## config.mk

```make
export PLATFORM = sky130hd
export DESIGN_NAME = add_state_process
export DESIGN_NICKNAME = d
export VERILOG_FILES = /design/src/rtl/add_state_process_pkg.sv /design/src/rtl/add_state_process_lzc.sv /design/src/rtl/add_state_process.sv
export SDC_FILE = /design/constraint.sdc
export NUM_CORES = 1
export LEC_CHECK = 0
export ABC_AREA = 1
export BUFFER_PORTS_ARGS = -buffer_cell sky130_fd_sc_hd__buf_4
export CORE_UTILIZATION = 61
export CTS_CLUSTER_DIAMETER = 80
export DETAILED_ROUTE_END_ITERATION = 12
export GPL_TIMING_DRIVEN = 0
export PLACE_DENSITY_LB_ADDON = 0.05
export SYNTH_ARGS = -nofsm -noshare
export SYNTH_HDL_FRONTEND = slang
export SYNTH_SLANG_ARGS = --single-unit
```

## constraint.sdc

```tcl
create_clock -name clock -period 4.4 [get_ports clock]
set_clock_uncertainty 0.1 [all_clocks]
set_input_delay 0.88 -clock clock [delete_from_list [all_inputs] [get_ports clock]]
set_output_delay 0.88 -clock clock [all_outputs]
set_load 0.05 [all_outputs]
```

## src/rtl/add_state_process_pkg.sv

```systemverilog
// Shared definitions for the add stage: operand field positions, opcodes, idle encodings.
// lz_AddState is produced only when ADD_STATE_LZC_EN is defined.
package add_state_process_pkg;

  localparam int SIGN_BIT = 35;
  localparam int EXP_MSB  = 34;
  localparam int EXP_LSB  = 27;
  localparam int MAN_MSB  = 26;
  localparam int MAN_LSB  = 0;

  localparam logic [3:0] SIN_COS     = 4'd0;
  localparam logic [3:0] SINH_COSH   = 4'd1;
  localparam logic [3:0] ARCTAN      = 4'd2;
  localparam logic [3:0] ARCTANH     = 4'd3;
  localparam logic [3:0] EXPONENTIAL = 4'd4;
  localparam logic [3:0] SQR_ROOT    = 4'd5;
  localparam logic [3:0] DIVISION    = 4'd6;
  localparam logic [3:0] TANGENT     = 4'd7;
  localparam logic [3:0] TANH        = 4'd8;
  localparam logic [3:0] NAT_LOG     = 4'd9;
  localparam logic [3:0] HYPOTENUSE  = 4'd10;
  localparam logic [3:0] PRE_PROCESS = 4'd11;

  localparam logic NO_IDLE  = 1'b0;
  localparam logic PUT_IDLE = 1'b1;

endpackage

```

## src/rtl/add_state_process_lzc.sv

```systemverilog
// Combinational leading-zero count of a 27-bit magnitude, saturating at 27 for zero.
module leading_zero_count28 (
  input  logic [26:0] value,
  output logic [4:0]  count
);

  // Scan upward so the highest set bit is the last assignment and wins.
  always_comb begin
    count = 5'd27;
    for (int i = 0; i < 27; i++) begin
      if (value[i]) count = 5'(26 - i);
    end
  end

endmodule

```

## src/rtl/add_state_process.sv

```systemverilog
// Two-stage add stage: S1 signed-magnitude add/subtract, S2 leading-zero count.
// Define ADD_STATE_LZC_EN to enable the leading-zero counter; otherwise lz_AddState is 0.
module add_state_process
  import add_state_process_pkg::*;
(
  input  logic        clock,
  input  logic        reset,
  input  logic        stall,
  input  logic        idle_Allign,
  input  logic [35:0] cout_Allign,
  input  logic [35:0] zout_Allign,
  input  logic [31:0] sout_Allign,
  input  logic [3:0]  Opcode_Allign,
  input  logic [31:0] z_postAllign,
  input  logic [7:0]  InsTagAllign,
  output logic        idle_AddState,
  output logic        sign_AddState,
  output logic [7:0]  exp_AddState,
  output logic [27:0] sum_AddState,
  output logic [4:0]  lz_AddState,
  output logic [31:0] sout_AddState,
  output logic [3:0]  Opcode_AddState,
  output logic [31:0] z_postAddState,
  output logic [7:0]  InsTagAddState
);

  logic        z_sign, c_sign;
  logic [26:0] z_man, c_man;
  logic        add_sign;
  logic [27:0] add_sum;

  // The c exponent is redundant after alignment.
  logic unused_c_exp;
  assign unused_c_exp = ^cout_Allign[EXP_MSB:EXP_LSB];

  assign z_sign = zout_Allign[SIGN_BIT];
  assign c_sign = cout_Allign[SIGN_BIT];
  assign z_man  = zout_Allign[MAN_MSB:MAN_LSB];
  assign c_man  = cout_Allign[MAN_MSB:MAN_LSB];

  always_comb begin
    add_sign = 1'b0;
    add_sum  = '0;
    if (idle_Allign == NO_IDLE) begin
      if (z_sign == c_sign) begin
        add_sum  = {1'b0, z_man} + {1'b0, c_man};
        add_sign = z_sign;
      end else if (z_man >= c_man) begin
        add_sum  = {1'b0, z_man - c_man};
        add_sign = (z_man == c_man) ? 1'b0 : z_sign;
      end else begin
        add_sum  = {1'b0, c_man - z_man};
        add_sign = c_sign;
      end
    end
  end

  logic        s1_idle, s1_sign;
  logic [7:0]  s1_exp;
  logic [27:0] s1_sum;
  logic [31:0] s1_sout, s1_zpost;
  logic [3:0]  s1_opcode;
  logic [7:0]  s1_tag;

  always_ff @(posedge clock) begin
    if (reset) begin
      s1_idle   <= PUT_IDLE;
      s1_sign   <= 1'b0;
      s1_exp    <= '0;
      s1_sum    <= '0;
      s1_sout   <= '0;
      s1_opcode <= '0;
      s1_zpost  <= '0;
      s1_tag    <= '0;
    end else if (!stall) begin
      s1_idle   <= idle_Allign;
      s1_sign   <= add_sign;
      s1_exp    <= (idle_Allign == NO_IDLE) ? zout_Allign[EXP_MSB:EXP_LSB] : 8'd0;
      s1_sum    <= add_sum;
      s1_sout   <= sout_Allign;
      s1_opcode <= Opcode_Allign;
      s1_zpost  <= z_postAllign;
      s1_tag    <= InsTagAllign;
    end
  end

  logic [4:0] lz_next;

`ifdef ADD_STATE_LZC_EN
  logic [4:0] lzc_count;

  leading_zero_count28 u_lzc (
    .value (s1_sum[26:0]),
    .count (lzc_count)
  );

  // A carry-out means the magnitude already sits above bit 26.
  assign lz_next = s1_sum[27] ? 5'd0 : lzc_count;
`else
  assign lz_next = 5'd0;
`endif

  always_ff @(posedge clock) begin
    if (reset) begin
      idle_AddState   <= PUT_IDLE;
      sign_AddState   <= 1'b0;
      exp_AddState    <= '0;
      sum_AddState    <= '0;
      lz_AddState     <= '0;
      sout_AddState   <= '0;
      Opcode_AddState <= '0;
      z_postAddState  <= '0;
      InsTagAddState  <= '0;
    end else if (!stall) begin
      idle_AddState   <= s1_idle;
      sign_AddState   <= s1_sign;
      exp_AddState    <= s1_exp;
      sum_AddState    <= s1_sum;
      lz_AddState     <= lz_next;
      sout_AddState   <= s1_sout;
      Opcode_AddState <= s1_opcode;
      z_postAddState  <= s1_zpost;
      InsTagAddState  <= s1_tag;
    end
  end

endmodule

```

==> summary.txt <==
Routing
  • # DRC: 0
  • Wire length per cell: around 19 microns
  • Routed vias/inst: slightly below 6
  • Wire length after detailed routing: roughly 53 mm
  • Detail Route Antenna Nets: 0
  • Number of violations reported at the end of detailed-routing iteration 0: roughly 1,900
  • Total via count in the routed design: ~16,000
  • DR pass1 iterations: 9

Setup path
  • Depth of the most critical reg-to-reg path: 2
  • Critical path required time: 4.73 ns
  • FF-to-FF End: InsTagAddState[4]$_SDFFE_PP0N_
  • Startpoint-to-endpoint class of the critical path: in2reg
  • Cells traversed along the worst timing path: buf_4 > inv_1 > ha_1 > buf_4 > nand2_1 > nor2_1 > nand2_1 > nor2_1 > a21boi_1 > nand3_2 > nor2_8 > buf_6 > nand3_1 > nand3_1 > nand3_1 > a21oi_2
  • Slowest cell on the critical path: a21boi_1
  • Worst reg2reg path startpoint: InsTagAddState[4]$_SDFFE_PP0N_
  • Type of origin of the critical path: input port
  • Max FO, Critical Path: 10
  • Worst stage delay on the critical path: 0.29 ns
  • Setup crit end kind: flip-flop
  • Critical path arrival: 3.38 ns
  • Worst path most repeated cell: nand3_1
  • Register-to-register setup slack: approximately 3.4 ns

Timing
  • Transition time of the tightest slew-check pin: 0.723 ns
  • Final slew viol count: 0
  • Final hold vios: 0
  • Final setup viols: 0
  • Final sum of negative setup slack: 0 ns
  • Post-layout minimum cycle time: 3.05 ns
  • Maximum frequency from static timing analysis: between 300 and 400 MHz
  • Unrepaired setup endpoints after global routing: false
  • Worst relative slew slack: 0.518
  • Final worst-path cycle share: 0.694
  • Worst slack on hold paths: ~0.36 ns

CTS
  • Root Buffer Master: clkbuf_16
  • Insertion delay of the later-clocked pin in the worst-skew pair: roughly 0.49 ns
  • # resized after CTS: 0
  • CTS Buf Count: 20
  • Buffer count from post-CTS setup fixing: 0
  • Buffer depth of the longest clock path: 3
  • CTS sink cnt: 228
  • CTS tree: yes
  • Cts hold-fix bufs: 0
  • Max H-tree Level: 1
  • Clk slew on worst S/H paths: 0.06 ns

Power and ir drop
  • Leakage component of the power: 8.78 nW
  • Post-route total power: 0.00584 W
  • Maximum VDD drop: 0.000241 V
  • Total power per unit cell area: 342 mW/mm^2

Place
  • Post-DP Area: 0.0164 sq mm
  • Detailed placement HPWL: 38.4 mm
  • IO Port Bufs: around 260
  • Global placement routability congestion: around 0.95

Global route
  • Maximum number of pins on one net before global-route repair: 17
  • Total track usage: 0.434
  • Leftover overflow at the end of global routing: 0
  • Wire length of the first global-routing pass: approximately 81 mm
  • Vias in the first global route: 15,600
  • Number of antenna violations at the first check in global routing: 3

Floorplanning
  • Die footprint: ~0.024 sq mm
  • Die width: 154 microns
  • Top-level port count: 271
  • Num rows: 55
  • Starting utilization of the core area: 0.623
  • Vertical die dimension: about 150 microns
  • Core Box Area: 0.0227 sq mm

Cells and area
  • Diode insertion count for antenna repair: 0
  • Leading cell type in the layout, fill and taps excluded: nand2_1
  • Share of final-layout standard cells stronger than drive strength 1: 0.157
  • # nets final: 2,739
  • Synthesis-to-finish area growth: 20.7%
  • Most used cells in the layout excluding fill and tap cells: 464 x nand2_1, 454 x nor2_1, 275 x buf_4
  • Final std cell area, no fill: 0.0171 sq mm

Worst hold path
  • Hold endpoint: s1_sum[9]$_SDFFE_PP0N_
  • Hold_sp: s1_sum[9]$_SDFFE_PP0N_
  • Worst Hold Path Cells: 2
  • Worst Hold Class: reg2reg

Logic synthesis
  • Netlist area before placement: 0.0142 sq mm
  • Most common flop cell mapped by yosys: dfxtp_1
  • Proportion of synthesized chip area in sequential cells: 0.322
  • Syn Inst Count: ~2,200
  • Number of synthesis warnings: 0
  • EDFF count, synth: 0
  • Number of register bits inferred by synthesis: approximately 230
  • Post-Synthesis Mean Instance Area: 6.39 sq um
  • Async S/R FF share, synth: 0
  • Count of unique library cells instantiated by Yosys: 44

Run status
  • Status: finished, final reports clean

Flow run
  • Max capacitance violation total: 0
==> cell usage after synthesis, types with 3 or more instances <==
cell,instances,area share
a21oi_1,109,0.039
a21oi_2,6,0.0037
buf_2,11,0.0039
buf_4,19,0.010
buf_6,5,0.0040
clkbuf_1,74,0.020
clkinv_1,3,0.00080
dfxtp_1,228,0.32
fa_1,3,0.0042
ha_1,88,0.078
inv_1,243,0.064
inv_2,11,0.0029
nand2_1,464,0.12
nand2_2,16,0.0071
nand2_4,5,0.0040
nand3_1,128,0.045
nand3_2,14,0.0099
nand4_1,20,0.0088
nor2_1,454,0.12
nor2_2,6,0.0027
nor2_4,6,0.0048
nor3_1,7,0.0025
o21a_1,3,0.0016
o21ai_0,225,0.080
o21ai_1,12,0.0042
o21bai_1,8,0.0042
xor2_1,23,0.014
==> cells by family after synthesis <==
| logic type | Yosys count | synth area share |
|---|---|---|
| AOI/OAI and AO/OA | 371 | 0.136 |
| xor gates and xnor gates | 26 | 0.0166 |
| adders and majority gates | 91 | 0.0820 |
| buffers and inverters | 369 | 0.108 |
| DFF | 228 | 0.322 |
| other | 1 | 0.000265 |
| and+or+nand+nor | 1128 | 0.334 |
==> power by group <==
| part | switching [W] | internal (W) | leakage (nW) |
|---|---|---|---|
| Combinational | 0.00124 | 0.000567 | 6.58 |
| Clock | 0.000775 | 0.000971 | 0.315 |
| Sequential | 0.0000870 | 0.00220 | 1.89 |
==> registers in the layout (all words and copies together), names as in the netlist <==
register	count
sign_AddState	1
sout_AddState	32
s1_sum	28
sum_AddState	28
s1_opcode	4
s1_sout	32
s1_zpost	32
exp_AddState	8
InsTagAddState	8
s1_idle	1
Opcode_AddState	4
s1_tag	8
s1_sign	1
idle_AddState	1
s1_exp	8
z_postAddState	32
==> per-stage QoR <==
| step | setup WS, ns | util | instances |
|---|---|---|---|
| finish | 1.35 | 0.752 | 2793 |
| global route | 1.21 | 0.752 | 2793 |
| global placement | 0.901 | 0.724 | 2759 |
| CTS | 1.41 | 0.752 | 2793 |
| detailed placement | 0.904 | 0.724 | 2759 |
| floorplan | 1.69 | - | 2218 |
==> routing by layer <==
metal / wire [microns] / GRT usage / part of all wire
met1: 18700 / 0.472 / 0.35
met3: 5390 / 0.0880 / 0.10
met2: 25000 / 0.754 / 0.47
met5: 27 / 0 / 0.00051
met4: 4250 / 0.316 / 0.080
==> area by class of cell <==
cell class | count | area, sq um
multi-input combinational | 1621 | 8070
inverter | 257 | 965
clock buffer | 28 | 572
timing repair buffer | 256 | 1920
clock inverter | 6 | 61.3
sequential | 228 | 4560
buffer | 112 | 566
tap | 285 | 357
fill | 1703 | 5630
==> worst max-delay path by stage <==
| stage | from | endpoint | slack [ns] | cells after the start |
|---|---|---|---|---|
| 6_report | cout_Allign[24] | s1_sum[21]$_SDFFE_PP0N_ | 1.35 | 16 |
| 3_3_place_gp | cout_Allign[24] | s1_sum[21]$_SDFFE_PP0N_ | 0.90 | 16 |
| 4_1_cts | cout_Allign[24] | s1_sum[21]$_SDFFE_PP0N_ | 1.41 | 16 |
| 2_1_floorplan | zout_Allign[0] | s1_sum[12]$_SDFFE_PP0N_ | 1.69 | 15 |
| 3_5_place_dp | cout_Allign[24] | s1_sum[21]$_SDFFE_PP0N_ | 0.90 | 16 |
| 5_1_grt | cout_Allign[24] | s1_sum[21]$_SDFFE_PP0N_ | 1.21 | 16 |
==> worst max-delay path: cells and delay by family <==
family / cells / cell delay (ns)
adder cells (fa/ha/maj): 1 / 0.27
AND/OR/NAND/NOR: 9 / 1.25
AO/OA/AOI/OAI: 2 / 0.42
buffers and inverters: 4 / 0.54
Power figures use the tool's default switching activity.
